--- config.mk ---
export PLATFORM = sky130hd
export DESIGN_NAME = qam16_rx_ctrl
export DESIGN_NICKNAME = d
export VERILOG_FILES = /design/src/rtl/qam16_rx_ctrl_pkg.sv /design/src/rtl/qam16_rx_ctrl_byte_fifo.sv /design/src/rtl/qam16_rx_ctrl.sv
export SDC_FILE = /design/constraint.sdc
export NUM_CORES = 1
export LEC_CHECK = 0
export BUFFER_PORTS_ARGS = -buffer_cell sky130_fd_sc_hd__buf_2
export CAP_MARGIN = 20
export CORE_UTILIZATION = 58
export CTS_BUF_LIST = sky130_fd_sc_hd__clkbuf_2
export CTS_CLUSTER_SIZE = 25
export DETAILED_ROUTE_END_ITERATION = 8
export PLACE_DENSITY = 0.91
export SLEW_MARGIN = 20
export SYNTH_ARGS = -nofsm -noshare
export SYNTH_HDL_FRONTEND = slang
export SYNTH_SLANG_ARGS = --single-unit
--- constraint.sdc ---
create_clock -name clk -period 3.09 [get_ports clk]
set_input_delay 0 -clock clk [delete_from_list [all_inputs] [get_ports clk]]
set_output_delay 0 -clock clk [all_outputs]
set_load 0.03 [all_outputs]
--- src/rtl/qam16_rx_ctrl_pkg.sv ---
// qam16_pkg: shared types and constants for the QAM16 receive controller.
// Holds the four legal constellation levels, the signed symbol type, the
// packer state enum and a helper that tells whether a level is legal.
package qam16_pkg;

    typedef logic signed [3:0] sym_t;

    localparam sym_t LVL_N3 = -4'sd3;
    localparam sym_t LVL_N1 = -4'sd1;
    localparam sym_t LVL_P1 = 4'sd1;
    localparam sym_t LVL_P3 = 4'sd3;

    typedef enum logic {
        HI = 1'b0,
        LO = 1'b1
    } pack_state_t;

    // True when the level is one of the four QAM16 amplitudes
    function automatic logic isLegalLevel(input sym_t lvl);
        return (lvl == LVL_N3) || (lvl == LVL_N1) ||
               (lvl == LVL_P1) || (lvl == LVL_P3);
    endfunction

endpackage

--- src/rtl/qam16_rx_ctrl_byte_fifo.sv ---
// qam16_byte_fifo: small synchronous FIFO with full/empty flags.
// A write while full is accepted only when a read happens in the same
// cycle; otherwise it is ignored and the parent flags the drop. The head
// entry is read combinationally from storage, so there is no bypass path
// from write data to read data.
module qam16_byte_fifo #(
    parameter int DEPTH = 4,
    parameter int WIDTH = 8
) (
    input  logic             clk,
    input  logic             rst_n,
    input  logic             wrEn_i,
    input  logic [WIDTH-1:0] wrData_i,
    input  logic             rdEn_i,
    output logic [WIDTH-1:0] rdData_o,
    output logic             full_o,
    output logic             empty_o
);

    localparam int AW = $clog2(DEPTH);
    localparam logic [AW:0] DEPTH_CNT = (AW+1)'(DEPTH);

    logic [WIDTH-1:0] mem_q [DEPTH];
    logic [AW-1:0]    wrPtr_q;
    logic [AW-1:0]    rdPtr_q;
    logic [AW:0]      count_q;
    logic             doRead;
    logic             doWrite;

    // Qualify requests against the current occupancy
    always_comb begin
        doRead  = rdEn_i && (count_q != '0);
        doWrite = wrEn_i && ((count_q != DEPTH_CNT) || doRead);
    end

    // Storage, pointers and occupancy; reset clears the contents as well
    always_ff @(posedge clk) begin
        if (!rst_n) begin
            for (int k = 0; k < DEPTH; k++) begin
                mem_q[k] <= '0;
            end
            wrPtr_q <= '0;
            rdPtr_q <= '0;
            count_q <= '0;
        end else begin
            if (doWrite) begin
                mem_q[wrPtr_q] <= wrData_i;
                wrPtr_q        <= wrPtr_q + 1'b1;
            end
            if (doRead) begin
                rdPtr_q <= rdPtr_q + 1'b1;
            end
            if (doWrite && !doRead) begin
                count_q <= count_q + 1'b1;
            end else if (doRead && !doWrite) begin
                count_q <= count_q - 1'b1;
            end
        end
    end

    assign rdData_o = mem_q[rdPtr_q];
    assign full_o   = (count_q == DEPTH_CNT);
    assign empty_o  = (count_q == '0);

endmodule

--- src/rtl/qam16_rx_ctrl.sv ---
// qam16_rx_ctrl: receive-side sequencer for the QAM16 demapper.
// Decimates the oversampled I/Q stream to one sample per symbol, drives the
// demapper from registers, packs returned nibbles (first symbol = high
// nibble) into bytes and queues them in a byte FIFO with valid/ready.
// Optional build macro QAM16_LEVEL_CHECK_EN adds a sticky lvl_err output
// flagging latched samples outside the legal {-3,-1,+1,+3} set.
module qam16_rx_ctrl
    import qam16_pkg::*;
#(
    parameter int SPS          = 4,
    parameter int SAMPLE_PHASE = 1,
    parameter int FIFO_DEPTH   = 4
) (
    input  logic        clk,
    input  logic        rst_n,
    input  logic        en,
    input  logic        in_valid,
    input  logic [3:0]  i_sample,
    input  logic [3:0]  q_sample,
    output logic [3:0]  i_down,
    output logic [3:0]  q_down,
    input  logic [3:0]  nibble,
    output logic [7:0]  out_data,
    output logic        out_valid,
    input  logic        out_ready,
    output logic        overflow,
    input  logic        ovf_clr,
    output logic [15:0] sym_cnt
`ifdef QAM16_LEVEL_CHECK_EN
    ,
    output logic        lvl_err
`endif
);

    localparam logic [3:0] LAST_IDX  = 4'(SPS - 1);
    localparam logic [3:0] PHASE_IDX = 4'(SAMPLE_PHASE);

    logic [3:0]  sampCnt_q;
    logic [3:0]  sampCnt_d;
    sym_t        iDown_q;
    sym_t        qDown_q;
    logic        symStb_q;
    pack_state_t packState_q;
    logic [3:0]  hold_q;
    logic [15:0] symCnt_q;
    logic        ovf_q;
    logic        phaseHit;
    logic        symStbEff;
    logic        pushReq;
    logic        popReq;
    logic        dropByte;
    logic        fifoFull;
    logic        fifoEmpty;

    // Decimation decisions and packer/FIFO handshake terms for this cycle
    always_comb begin
        phaseHit  = en && in_valid && (sampCnt_q == PHASE_IDX);
        sampCnt_d = sampCnt_q;
        if (!en) begin
            sampCnt_d = '0;
        end else if (in_valid) begin
            sampCnt_d = (sampCnt_q == LAST_IDX) ? 4'd0 : sampCnt_q + 4'd1;
        end
        symStbEff = symStb_q && en;
        pushReq   = symStbEff && (packState_q == LO);
        popReq    = out_ready && !fifoEmpty;
        dropByte  = pushReq && fifoFull && !popReq;
    end

    // Sample counter, demapper input registers and the one-cycle symbol strobe
    always_ff @(posedge clk) begin
        if (!rst_n) begin
            sampCnt_q <= '0;
            iDown_q   <= '0;
            qDown_q   <= '0;
            symStb_q  <= 1'b0;
        end else begin
            sampCnt_q <= sampCnt_d;
            symStb_q  <= phaseHit;
            if (phaseHit) begin
                iDown_q <= sym_t'(i_sample);
                qDown_q <= sym_t'(q_sample);
            end
        end
    end

    // Nibble packer FSM and symbol counter; disabling drops any half byte
    always_ff @(posedge clk) begin
        if (!rst_n) begin
            packState_q <= HI;
            hold_q      <= '0;
            symCnt_q    <= '0;
        end else if (!en) begin
            packState_q <= HI;
        end else if (symStb_q) begin
            symCnt_q <= symCnt_q + 16'd1;
            case (packState_q)
                HI: begin
                    hold_q      <= nibble;
                    packState_q <= LO;
                end
                LO: begin
                    packState_q <= HI;
                end
                default: begin
                    packState_q <= HI;
                end
            endcase
        end
    end

    // Sticky overflow; a drop in the same cycle as a clear keeps it set
    always_ff @(posedge clk) begin
        if (!rst_n) begin
            ovf_q <= 1'b0;
        end else if (dropByte) begin
            ovf_q <= 1'b1;
        end else if (ovf_clr) begin
            ovf_q <= 1'b0;
        end
    end

`ifdef QAM16_LEVEL_CHECK_EN
    logic lvlErr_q;

    // Sticky flag for latched samples outside the constellation
    always_ff @(posedge clk) begin
        if (!rst_n) begin
            lvlErr_q <= 1'b0;
        end else if (phaseHit && (!isLegalLevel(sym_t'(i_sample)) ||
                                  !isLegalLevel(sym_t'(q_sample)))) begin
            lvlErr_q <= 1'b1;
        end else if (ovf_clr) begin
            lvlErr_q <= 1'b0;
        end
    end

    assign lvl_err = lvlErr_q;
`endif

    qam16_byte_fifo #(
        .DEPTH (FIFO_DEPTH),
        .WIDTH (8)
    ) uFifo (
        .clk      (clk),
        .rst_n    (rst_n),
        .wrEn_i   (pushReq),
        .wrData_i ({hold_q, nibble}),
        .rdEn_i   (out_ready),
        .rdData_o (out_data),
        .full_o   (fifoFull),
        .empty_o  (fifoEmpty)
    );

    assign i_down    = iDown_q;
    assign q_down    = qDown_q;
    assign out_valid = !fifoEmpty;
    assign overflow  = ovf_q;
    assign sym_cnt   = symCnt_q;

endmodule

* Word level (Yosys, flattened, before mapping)
Memory sizes are Yosys's and may differ from the RTL's. A register that Yosys moved wholly into a read port is not among the register bits.
Cells that the tools add are included.
** Word-level totals
- Register bits :: 42
- RAM bits :: 32
- Bits of input ports :: 18
- Output and inout bits :: 34
- Logic and storage cells :: 62
- Memories :: 1
** Memory list
- uFifo.mem_q :: words 4, bits a word 8, rd ports 1, clocked after Yosys merged registers in 1, wr ports 4, line qam16_rx_ctrl_byte_fifo.sv:23 : logic [WIDTH-1:0] mem_q [DEPTH];
** Cells by class
- $add $sub $neg :: 6
- Equality and inequality tests :: 4
- Mux-type cells :: 15
- Bitwise gates (word level) :: 1
- Reduce and logical (&&, ||, !) cells :: 24
** Operators by type and width (count)
- adder 16 x 1 -> 16 bit (second input constant) :: 1
- logical AND 1 bit :: 11
- two-way mux 8 bit :: 1
- OR reduction 8 bit :: 1
- two-way mux 1 bit :: 7
- two-way mux 2 bit :: 3
- two-way mux 3 bit :: 2
- adder 2 x 1 -> 2 bit (second input constant) :: 2
- adder 4 x 1 -> 4 bit (second input constant) :: 1
- == test 4 x 1 -> 1 bit (second input constant) :: 1
- == test 4 x 2 -> 1 bit (second input constant) :: 1
- logical NOT 1 bit :: 4
- two-way mux 4 bit :: 1
- AND reduction 2 bit :: 2
- nonzero test 2 bit :: 2
- adder 3 x 1 -> 3 bit (second input constant) :: 1
- == test 3 bit (second input constant) :: 1
- logical NOT 3 bit :: 1
- != test 3 bit (second input constant) :: 1
- AND reduction 3 bit :: 1
- nonzero test 3 bit :: 1
- subtractor 3 x 1 -> 3 bit (second input constant) :: 1
- case mux 1 bit (2 select lines) :: 1
- logical OR 1 bit :: 1
- inverter 1 bit :: 1

* Logic depth before layout (Yosys ltp)
Gate-level depths: netlist of run 1.
- Word-level depth :: 9
- Depth in mapped cells :: 11
- Depth with buffers taken out :: 9

* By module
From an unflattened synthesis of run 1, not the netlist that was laid out.
** Unflattened totals
- Cells, all modules :: 287
- Area, all modules :: 3304.4 µm²
** Modules (own cells, without submodules)
- qam16_byte_fifo :: instances 1, cells each 126, area an instance 1833.0 µm², sequential area each 1141.1 µm²
- qam16_rx_ctrl :: instances 1, cells each 161, area an instance 1471.4 µm², sequential area each 700.7 µm²

* Least setup slack after synthesis of run 1
No wires, ideal clock.
- Path kind :: reg-to-reg
- From :: reg uFifo.count_q[1]
- To :: reg uFifo.count_q[2]
- Setup time :: 70 ps
- Arrival :: 2175 ps
- Required time :: 3020 ps
- Path slack :: 845 ps
- Cell stages (with the launch flop) :: 9
- Path buffers :: 0
- Period minus slack after synthesis :: 2245 ps
- Cells stage by stage :: dfxtp_1 or3_1 nand2_1 ha_1 inv_1 fa_1 xor2_1 or3_1 a21oi_1
** On the way
- Cells in the longest elaborated chain, start to end :: 7
- Elaborated cells between the ends (all ways) :: 14
- Those cells by class :: add/sub (2); eq/ne (1); mux (2); reduce/logical (9)
** RTL lines
- start: declaration :: line qam16_rx_ctrl_byte_fifo.sv:26 : logic [AW:0] count_q;
- start signal: assignment :: line qam16_rx_ctrl_byte_fifo.sv:54 : count_q <= count_q + 1'b1;
- start signal: assignment :: line qam16_rx_ctrl_byte_fifo.sv:56 : count_q <= count_q - 1'b1;
- branches (longest 7 deep; another with subtractor 3 x 1 -> 3 bit)
Several ways; the timed one is not identified. The select of a mux whose other input is x is not followed.
A chain may end at the register's enable or synchronous reset.

* Final worst setup path of run 1
- From :: reg symStb_q
- To :: reg uFifo.count_q[2]
** On the way
- Cells in the longest elaborated chain, start to end :: 6
- Elaborated cells between the ends (all ways) :: 8
- Those cells by class :: mux (1); reduce/logical (7)
** RTL lines
- start: declaration :: line qam16_rx_ctrl.sv:42 : logic symStb_q;
- start signal: assignment :: line qam16_rx_ctrl.sv:79 : symStb_q <= phaseHit;
- logical AND 1 bit * :: line qam16_rx_ctrl.sv:64 : symStbEff = symStb_q && en;
- logical AND 1 bit * :: line qam16_rx_ctrl.sv:65 : pushReq = symStbEff && (packState_q == LO);
- logical AND 1 bit * :: line qam16_rx_ctrl_byte_fifo.sv:33 : doWrite = wrEn_i && ((count_q != DEPTH_CNT) || doRead);
- logical NOT 1 bit :: line qam16_rx_ctrl_byte_fifo.sv:55 : end else if (doRead && !doWrite) begin
- logical AND 1 bit :: line qam16_rx_ctrl_byte_fifo.sv:55
- nonzero test 2 bit (no source line)
Mark *: on every way between the ends. The rest lies on a longest branch, timed or not.

==> reports/results.ini, run 1 <==
[power]
p_sw_share_pct = 29.33
comb_power_share_pct = 19.7
p_total_mw = 2.211
p_int_mw = 1.563
powerDensity_nw_per_um2 = 555.7
pwr-share-seq_pct = 52.6
power_switching_mw = 0.6484
vdd_ir_drop_max_v = 0.0003510
power.leakage_nw = 1.641
p_clk_share_pct = 27.6

[floorplanning]
coreArea_sq_um = 5540
ioPinCount = 52
die_width_um = 77.97
start_util_pct = 60.41
die-area_sq_um = 6079
rows = 27
die_h_um = 77.97

[grt]
grt_pass1_vias = 2297
grt_pass1_wl_mm = 11.12
antenna_found_initial = 0
grt_max_degree = 21
grt_use_total_pct = 24.63
grt.overflow.total = 0

[setup_path]
cp_num_buf_inv = 2
cp_max_fo = 12
worst_path_largest_cell_delay_ns = 0.49
crit_type = register to register
startpoint_type = register
cp_slowest_cell = dfxtp_1
r2r_cells = 9
arrival_ns = 2.75
cpLargestDelayFamily = simple AND/OR/NAND/NOR gates
rr_startpoint = symStb_q
path_cells = and3_2, nand2_8, inv_4, ha_1, inv_1, fa_1, xor2_1, or3_1, a21oi_1
r2r_end = uFifo.count_q[2]
required_ns = 3.52
crit_path_end_kind = register
reg2reg_slack_ns = 0.77

[timing]
setup_tns_ns = 0
finalHoldViolations = 0
worst_slack_ns = 0.7716
clock_skew_ns = 0.03123
period_minus_slack_ns = 2.318
max_freq_ghz = 0.4313
rsz0062_at_grt = false
tightest_slew_ns = 0.8224
slew_violations = 0
finalSetupViolCount = 0
maxSlewHeadroom_pct = 44.80
fin_crit_sh_pct = 75.03

[clock_network]
clk_pin_slew_worst_paths_ns = 0.19
cts_buffer_depth = 2
root_buffer = clkbuf_2
cts_setup_buffers = 0
cts_tree = yes
clk_latency_ns = 0.50
htree_levels = 3
cts_sinks = 76
cts-buffers-inserted = 9

[route]
viasPerCell = 5.373
drt_iter0_drc = 179
wl_per_cell_um = 15.82
postRouteAntennaNets = 0
route.vias.total = 2321
routed_wl_mm = 6.834
dr.pass1.iters = 4
route.detailed.drc = 0

[place]
port-buffer-count = 51
dp_slack_ns = 0.8197
hpwl_mm = 4.385
place_inst = 396
gp_congestion = 0.7553

[logic_synthesis]
synth_warnings = 0
synth.net_count = 307
synth_seq_cells = 76
avgSynthCellArea_sq_um = 11.79
synth_area_sq_um = 3347
synth.distinct_cells = 47
synthCells = 284
yosysSeqAreaShare_pct = 55.03

[min_path]
holdPathStages = 4
holdCritPathClass = input port to register
min-delay-start = q_sample[1]
hold_path_end = q_down[1]

[finish]
syn2layout_area_growth_pct = 18.88
fillCellCount = 401
layout_commonest_cell = buf_2
layout_common_cells = buf_2, dfxtp_1, nor2_1
final_layout_size_suffix_gt1_share_pct = 25.56
num_antenna_cells = 0
final_cells = 432
final_nets = 378

[run_status]
run_status = finished clean

[flow_run]
cap_viol_max_count = 0

-- layout make-up --
type,count,area (sq um),area share [%]
clock inverter,5,77.57,1.950
timing repair buffer,74,478.0,12.01
clock buffer,11,55.05,1.384
inverter,6,25.02,0.6289
sequential,76,1842,46.29
tap,72,90.09,2.264
multi-input combinational,188,1411,35.47
-- cells in the mapped netlist (all sizes together) --
cell type	instances	area (sq um)
nand3b	1	7.510
nand2b	2	12.51
a211oi	1	7.510
xor2	12	105.1
nand3	8	45.04
or3	2	12.51
mux2i	14	140.1
a31o	1	8.760
ha	4	50.05
nor2	39	153.9
nand4b	2	17.52
and4	4	35.03
nor3	5	30.03
nand2	16	76.32
edfxtp	32	960.9
inv	6	25.03
dfxtp	44	880.8
a21oi	6	30.03
buf	10	52.55
o21ai	3	15.01
or4b	1	13.76
and2	24	150.1
or2	1	6.260
nor4	3	40.04
nand4	8	56.30
o31ai	1	7.510
fa	1	20.02
and3	9	57.56
mux4	8	180.2
nor4b	2	47.55
xnor2	9	78.83
clkbuf	4	16.26
nor2b	1	6.260
-- cell families (layout without fill, tap and decap cells) --
logic type	count (synthesis)	count (layout)	synth area share [%]
adder cells (fa/ha/maj)	5	5	2.094
buffers and inverters	20	96	2.804
multiplexers	22	22	9.570
AND/OR/NAND/NOR	128	128	22.95
AO/OA/AOI/OAI	12	12	2.056
flip-flops	76	76	55.03
XOR/XNOR	21	21	5.495
-- through the flow --
stage / area, sq um / hold WS [ns] / util, %
floorplan: 3347 / 0.1439 / -
global placement: 3646 / 0.2329 / 65.81
detailed placement: 3646 / 0.2527 / 65.81
CTS: 3979 / 0.2286 / 71.82
global route: 3979 / 0.2720 / 71.82
finish: 3979 / 0.2812 / 71.82
-- power by group through the flow --
stage               combinational [mW]  sequential [mW]  clock, mW
floorplan                        0.348             1.15          0
detailed placement               0.416             1.19          0
global route                     0.471             1.18      0.654
finish                           0.437             1.16      0.611
global placement                 0.399             1.18          0
CTS                              0.436             1.17      0.618
-- layer usage --
| layer | routed length [um] | track usage (%) | vias to the layer above |
|---|---|---|---|
| met4 | 102 | 9.630 | 0 |
| met1 | 2932 | 30.30 | 1096 |
| met2 | 3455 | 42.30 | 73 |
| li1 | - | - | 1143 |
| met3 | 343 | 5.294 | 9 |
| met5 | 0 | 0 | - |
-- repair_timing --
item	4_1_cts	5_1_grt
hold buffers	20	0
resized for setup	0	0
hold endpoints to repair	45	0
-- state kept, by name (all words and copies together) (netlist names), 2 cells and up, named ones only --
| name | flops |
|---|---|
| uFifo.wrPtr_q | 2 |
| sym_cnt | 16 |
| uFifo.rdPtr_q | 2 |
| uFifo.count_q | 3 |
| sampCnt_q | 4 |
| hold_q | 4 |
| q_down | 4 |
| uFifo.mem_q | 32 |
| i_down | 4 |
-- tightest hold or removal path: stages --
cell           delay, ns
dlygate4sd3_1       0.52
buf_2               0.10
mux2i_1             0.06
nor2_1              0.07
-- worst max path at each step --
stage,from,end,depth (start not counted)
2_1_floorplan,uFifo.count_q[1],uFifo.count_q[2],8
4_1_cts,symStb_q,uFifo.count_q[2],9
3_5_place_dp,symStb_q,uFifo.count_q[2],9
3_3_place_gp,symStb_q,uFifo.count_q[2],9
5_1_grt,symStb_q,uFifo.count_q[2],9
6_report,symStb_q,uFifo.count_q[2],9
(Power assumes the default switching activity.)
==> run 2: changes to the inputs <==
--- a/config.mk
+++ b/config.mk
@@ -7,11 +7,11 @@
 export LEC_CHECK = 0
 export BUFFER_PORTS_ARGS = -buffer_cell sky130_fd_sc_hd__buf_2
 export CAP_MARGIN = 20
-export CORE_UTILIZATION = 58
+export CORE_UTILIZATION = 53
 export CTS_BUF_LIST = sky130_fd_sc_hd__clkbuf_2
 export CTS_CLUSTER_SIZE = 25
 export DETAILED_ROUTE_END_ITERATION = 8
-export PLACE_DENSITY = 0.91
+export PLACE_DENSITY = 0.88
 export SLEW_MARGIN = 20
 export SYNTH_ARGS = -nofsm -noshare
 export SYNTH_HDL_FRONTEND = slang
==> constraint.sdc (replaced) <==
create_clock -name clk -period 1.9 [get_ports clk]
set_input_delay 0 -clock clk [delete_from_list [all_inputs] [get_ports clk]]
set_output_delay 0 -clock clk [all_outputs]
set_load 0.03 [all_outputs]
==> run 2 against run 1 <==
  * The run now ends with negative setup slack left
  * Clock power is 65% higher
  * Global-route usage fell by 2.0 points
  * Critical path type unchanged
  * Clock skew is 0.0051 ns lower
  * Die area grew 9.2%
  * Sequential share of layout area down 1.6 points
  * Count of clock-buffer cells in the layout is 2 lower
  * Worst hold slack lost 0.050 ns
  * Critical path depth down 1
  * Core utilization shrank 2.9 points
  * Flip-flop and latch count stayed put
==> reports/results.ini, run 2 (synthesis results as in run 1) <==
[run_status]
run_status = finished with violations
violations = negative setup slack

[timing]
tightest_slew_ns = 0.4926
fin_crit_sh_pct = 108.0
finalSetupViolCount = 2
period_minus_slack_ns = 2.053
rsz0062_at_grt = true
clock_skew_ns = 0.02613
finalHoldViolations = 0
worst_slack_ns = -0.1527
max_freq_ghz = 0.4872
slew_violations = 0
maxSlewHeadroom_pct = 66.98
whs_ns = 0.2315

[grt]
grt_pass1_wl_mm = 10.92
use_met2_pct = 37.58
top_usage_layer = met2
grt_use_met3_pct = 4.000
grt_use_total_pct = 22.68
grt_max_degree = 37
grt_pass1_vias = 2368
use_met1_pct = 28.02
grt.overflow.total = 0
antenna_found_initial = 0

[place]
hpwl_mm = 4.477
port-buffer-count = 51
gp_congestion = 0.8673

[floorplanning]
die_width_um = 81.47
rows = 28
die_h_um = 81.47
coreArea_sq_um = 5991
ioPinCount = 52
start_util_pct = 55.87
die-area_sq_um = 6637

[power]
p_total_mw = 3.800
vdd_ir_drop_max_v = 0.0008739
p_int_mw = 2.670
pwr-share-seq_pct = 50.0
p_clk_share_pct = 26.7
power_switching_mw = 1.130
powerDensity_nw_per_um2 = 919.7
p_sw_share_pct = 29.73
power.leakage_nw = 1.714
comb_power_share_pct = 23.3

[clock_network]
htree_levels = 3
clk_pin_slew_worst_paths_ns = 0.21
cts-buffers-inserted = 9
cts_sinks = 76
clk_latency_ns = 0.52
cts_buffer_depth = 2
cts_tree = yes
root_buffer = clkbuf_2

[route]
route.detailed.drc = 0
drt_iter0_drc = 197
viasPerCell = 5.295
postRouteAntennaNets = 0
route.vias.total = 2367
dr.pass1.iters = 6
wl_per_cell_um = 15.26
routed_wl_mm = 6.820

[setup_path]
required_ns = 2.37
cp_max_fo = 3
cp_slowest_cell = or3_4
startpoint_type = register
crit_type = register to register
worst_path_largest_cell_delay_ns = 0.40
path_cells = or3_4, nand2_4, ha_4, inv_2, fa_2, xor2_1, or3_1, a21oi_1
crit_path_end_kind = register
arrival_ns = 2.52

[finish]
final_nets = 390
layout_commonest_cell = buf_2
final_layout_size_suffix_gt1_share_pct = 30.38
layout_common_cells = buf_2, dfxtp_1, nor2_1
largest_register_ffs = 32
top_register = uFifo.mem_q
num_antenna_cells = 0
syn2layout_area_growth_pct = 23.44

[flow_run]
cap_viol_max_count = 0

[min_path]
holdCritPathClass = input port to register

[run 2: changes by cell type in the layout (fill, tap and decap cells not counted), sizes merged]
| cell | previous run | this run |
|---|---|---|
| clkinv | 2 | 3 |
| dlygate4sd3 | 20 | 19 |
| clkbuf | 11 | 9 |
| clkinvlp | 0 | 1 |
| buf | 54 | 67 |
[run 2: area by class of cell]
type / count / area [sq um]
clock inverter: 7 / 90.09
tap: 75 / 93.84
timing repair buffer: 86 / 565.5
fill: 415 / 1859
sequential: 76 / 1848
multi-input combinational: 188 / 1464
inverter: 6 / 25.02
clock buffer: 9 / 45.04
[run 2: per-layer routing]
layer / wire length, um / share of wire [%]
met5: 0 / 0
met4: 168 / 2.5
met3: 277 / 4.1
met2: 3506 / 51
met1: 2867 / 42
[run 2: repair_timing]
action	in CTS	in global routing
hold endpoints to repair	47	0
resized for setup	3	6
hold buffers	19	0
buffers inserted	1	0
setup endpoints to repair	10	23
[run 2: through the flow]
step,cell area [sq um],worst slack [ns],cells,util [%],setup TNS [ns]
after CTS,4108,-0.1585,447,68.57,-0.8817
after detailed placement,3767,-0.1319,411,62.89,-0.1800
after global routing,4131,-0.2274,447,68.96,-0.3427
after global placement,3767,-0.06324,411,62.89,-0.06324
after floorplan,3374,-0.1879,284,-,-0.3482
final,4131,-0.1527,447,68.96,-0.2207
[run 2: power groups by stage]
stage	registers (mW)	clock network (mW)	logic [mW]
after floorplan	1.87	0	0.615
after global placement	1.92	0	0.815
after detailed placement	1.93	0	0.841
after CTS	1.90	1.01	0.888
after global routing	1.92	1.09	0.960
final	1.90	1.01	0.887
[run 2: path summary, 6_finish.rpt]
kind	from	to	slack, ns	cells past startpoint
worst max-delay path	uFifo.count_q[1]	uFifo.count_q[2]	-0.15	8
worst min-delay path	q_sample[3]	q_down[3]	0.23	4
worst max register to register	uFifo.count_q[1]	uFifo.count_q[2]	-0.15	8
worst min register to register	sampCnt_q[2]	sampCnt_q[2]	0.52	2
[run 2: critical path: cells and delay by family (launching register included)]
family	cells	cell delay (ns)
AO/OA/AOI/OAI	1	0.13
XOR/XNOR	1	0.15
adder cells (fa/ha/maj)	2	0.51
buffers and inverters	1	0.04
flip-flops	1	0.37
AND/OR/NAND/NOR	3	0.81
==> run 3: changes to the inputs <==
--- a/config.mk
+++ b/config.mk
@@ -5,13 +5,15 @@
 export SDC_FILE = /design/constraint.sdc
 export NUM_CORES = 1
 export LEC_CHECK = 0
+export ABC_AREA = 1
+export ABC_CLOCK_PERIOD_IN_PS = 1900
 export BUFFER_PORTS_ARGS = -buffer_cell sky130_fd_sc_hd__buf_2
 export CAP_MARGIN = 20
-export CORE_UTILIZATION = 53
+export CORE_UTILIZATION = 45
 export CTS_BUF_LIST = sky130_fd_sc_hd__clkbuf_2
 export CTS_CLUSTER_SIZE = 25
 export DETAILED_ROUTE_END_ITERATION = 8
-export PLACE_DENSITY = 0.88
+export PLACE_DENSITY = 0.78
 export SLEW_MARGIN = 20
 export SYNTH_ARGS = -nofsm -noshare
 export SYNTH_HDL_FRONTEND = slang
==> run 3 against run 2 <==
  * The flow now finishes without violations
  * Routed wire length rose by 8.8%
  * Flip-flop and latch count did not move
  * Via count rose by 22%
  * Worst setup slack better by 0.20 ns
  * Final cell count increased by 31%
  * Sequential power down 3%
  * Power up 0.52%
  * Critical endpoint unchanged
  * Die area rose by 18%
  * Critical path type unchanged
==> reports/results.ini, run 3 <==
[run_status]
run_status = finished clean

[route]
viasPerCell = 4.938
wl_per_cell_um = 12.71
route.vias.total = 2884
route.detailed.drc = 0
routed_wl_mm = 7.420
drt_iter0_drc = 121
postRouteAntennaNets = 0
dr.pass1.iters = 4

[floorplanning]
die_h_um = 88.60
coreArea_sq_um = 7253
rows = 31
ioPinCount = 52
die_width_um = 88.60
start_util_pct = 46.52
die-area_sq_um = 7849

[finish]
layout_commonest_cell = nor2_1
num_antenna_cells = 0
multi_input_area_sq_um = 1350
utilization_pct = 59.36
top_register = uFifo.mem_q
seq_area_sq_um = 1852
layout_common_cells = nor2_1, buf_2, dfxtp_1
final_cells = 584
design_area_sq_um = 4305
syn2layout_area_growth_pct = 27.59
fillCellCount = 623
final_nets = 503
final_layout_size_suffix_gt1_share_pct = 24.12
largest_register_ffs = 32

[clock_network]
clk_latency_ns = 0.53
htree_levels = 3
cts_buffer_depth = 2
cts_tree = yes
cts-buffers-inserted = 9
cts_sinks = 76
clk_pin_slew_worst_paths_ns = 0.21
root_buffer = clkbuf_2

[setup_path]
cp_common_cell = inv_4
cpLargestDelayFamily = adder cells
arrival_ns = 2.28
path_cells = nand2_8, nor2_8, nand2_4, inv_4, ha_4, inv_4, fa_2, a21oi_2, o21ai_2, o21ai_1, a21oi_1
crit_type = register to register
required_ns = 2.33
crit_path_end_kind = register
cp_slowest_cell = dfxtp_4
cp_num_buf_inv = 2
cp_max_fo = 7
crit_cells = 11
worst_path_largest_cell_delay_ns = 0.43
r2r_cells = 11
startpoint_type = register

[timing]
finalSetupViolCount = 0
tightest_slew_ns = 0.4574
setup_tns_ns = 0
fin_crit_sh_pct = 97.33
finalHoldViolations = 0
max_freq_ghz = 0.5408
maxSlewHeadroom_pct = 69.39
rsz0062_at_grt = false
whs_ns = 0.3324
worst_slack_ns = 0.05076
period_minus_slack_ns = 1.849
clock_skew_ns = 0.03676
slew_violations = 0

[place]
place_inst = 534
dpl_cell_area_sq_um = 3784
gp_congestion = 0.7720
port-buffer-count = 51
dp_slack_ns = -0.02294
hpwl_mm = 4.808

[min_path]
holdPathStages = 4
holdCritPathClass = input port to register

[logic_synthesis]
synth.distinct_cells = 31
avgSynthCellArea_sq_um = 8.834
synth_ff_type = dfxtp_1
netlist.top_cell.by_area = edfxtp_1
synth_area_sq_um = 3374
synth.area.top_cells = edfxtp_1, dfxtp_1, nor2_1
synth_common_cells = nor2_1, dfxtp_1, inv_1
synthCells = 382
synth.most_common_cell = nor2_1
synth_edf_count = 32
synth_warnings = 0
yosysSeqAreaShare_pct = 54.58
postSynth.asyncResetShare_pct = 0
synth_seq_cells = 76
synth.net_count = 405
yosys.area.top_type_share_pct = 28.48

[power]
powerDensity_nw_per_um2 = 887.1
power.leakage_nw = 1.954
vdd_ir_drop_max_v = 0.0005053
p_total_mw = 3.819

[flow_run]
cap_viol_max_count = 0

[grt]
grt.overflow.total = 0
grt_max_degree = 34
antenna_found_initial = 0
grt_pass1_vias = 2755
grt_use_total_pct = 20.19
grt_pass1_wl_mm = 11.89

## run 3: cell types whose count changed in the layout (fill, tap and decap cells not counted), sizes merged, moves of 4 or more
cell         before  now
nor2             39   95
nand2            16   49
xor2             12    3
mux4              8    0
xnor2             9    2
inv               7   47
dlygate4sd3      19   29
o22ai             0    8
and2             24    0
a21oi             6   18
o21ai             3   42
and3              9    0
and4              4    0
mux2i            14    0
## run 3: layout make-up
cell class                 instances  area share [%]
tap                               99           2.877
multi-input combinational        250           31.36
clock buffer                      10           1.162
clock inverter                     6           2.092
timing repair buffer              94           15.11
sequential                        76           43.01
inverter                          49           4.388
## run 3: power by group
group | leakage [nW] | total [mW] | internal, mW | switching, mW
logic | 1.18 | 0.952 | 0.335 | 0.617
clock network | 0.0821 | 1.01 | 0.443 | 0.571
registers | 0.688 | 1.85 | 1.79 | 0.0653
## run 3: layer usage
metal	GRT usage [%]	vias to the layer above	routed length, um
met5	0	-	0
met4	8.944	0	110
met3	5.037	12	341
met2	37.55	71	3846
met1	21.51	1349	3121
li1	-	1452	-
## run 3: final timing paths
check | startpoint | endpoint | slack, ns
worst min-delay path | in_valid | sampCnt_q[2] | 0.33
worst max-delay path | symStb_q | uFifo.count_q[2] | 0.05
worst min register to register | uFifo.rdPtr_q[1] | register | 0.49
worst max register to register | symStb_q | uFifo.count_q[2] | 0.05
## run 3: what timing repair did
action / 4_1_cts / 5_1_grt
hold buffers: 29 / 0
buffers inserted: 1 / 4
resized for setup: 4 / 18
endpoints found under the hold margin: 57 / 0
endpoints found under the setup margin: 2 / 10
pin swaps: 0 / 4
## run 3: worst register-to-register path: stages, from the launching register on
cell and delay [ns]:
dfxtp_4 0.43, nand2_8 0.08, nor2_8 0.13, nand2_4 0.06
inv_4 0.06, ha_4 0.14, inv_4 0.04, fa_2 0.41
a21oi_2 0.15, o21ai_2 0.07, o21ai_1 0.13, a21oi_1 0.05
## run 3: cell families after synthesis
family / Yosys count / synth area share, %
AOI/OAI and AO/OA: 74 / 11.79
xor gates and xnor gates: 5 / 1.298
adders and majority gates: 5 / 2.076
buffers and inverters: 56 / 6.711
DFF: 76 / 54.58
and+or+nand+nor: 166 / 23.54
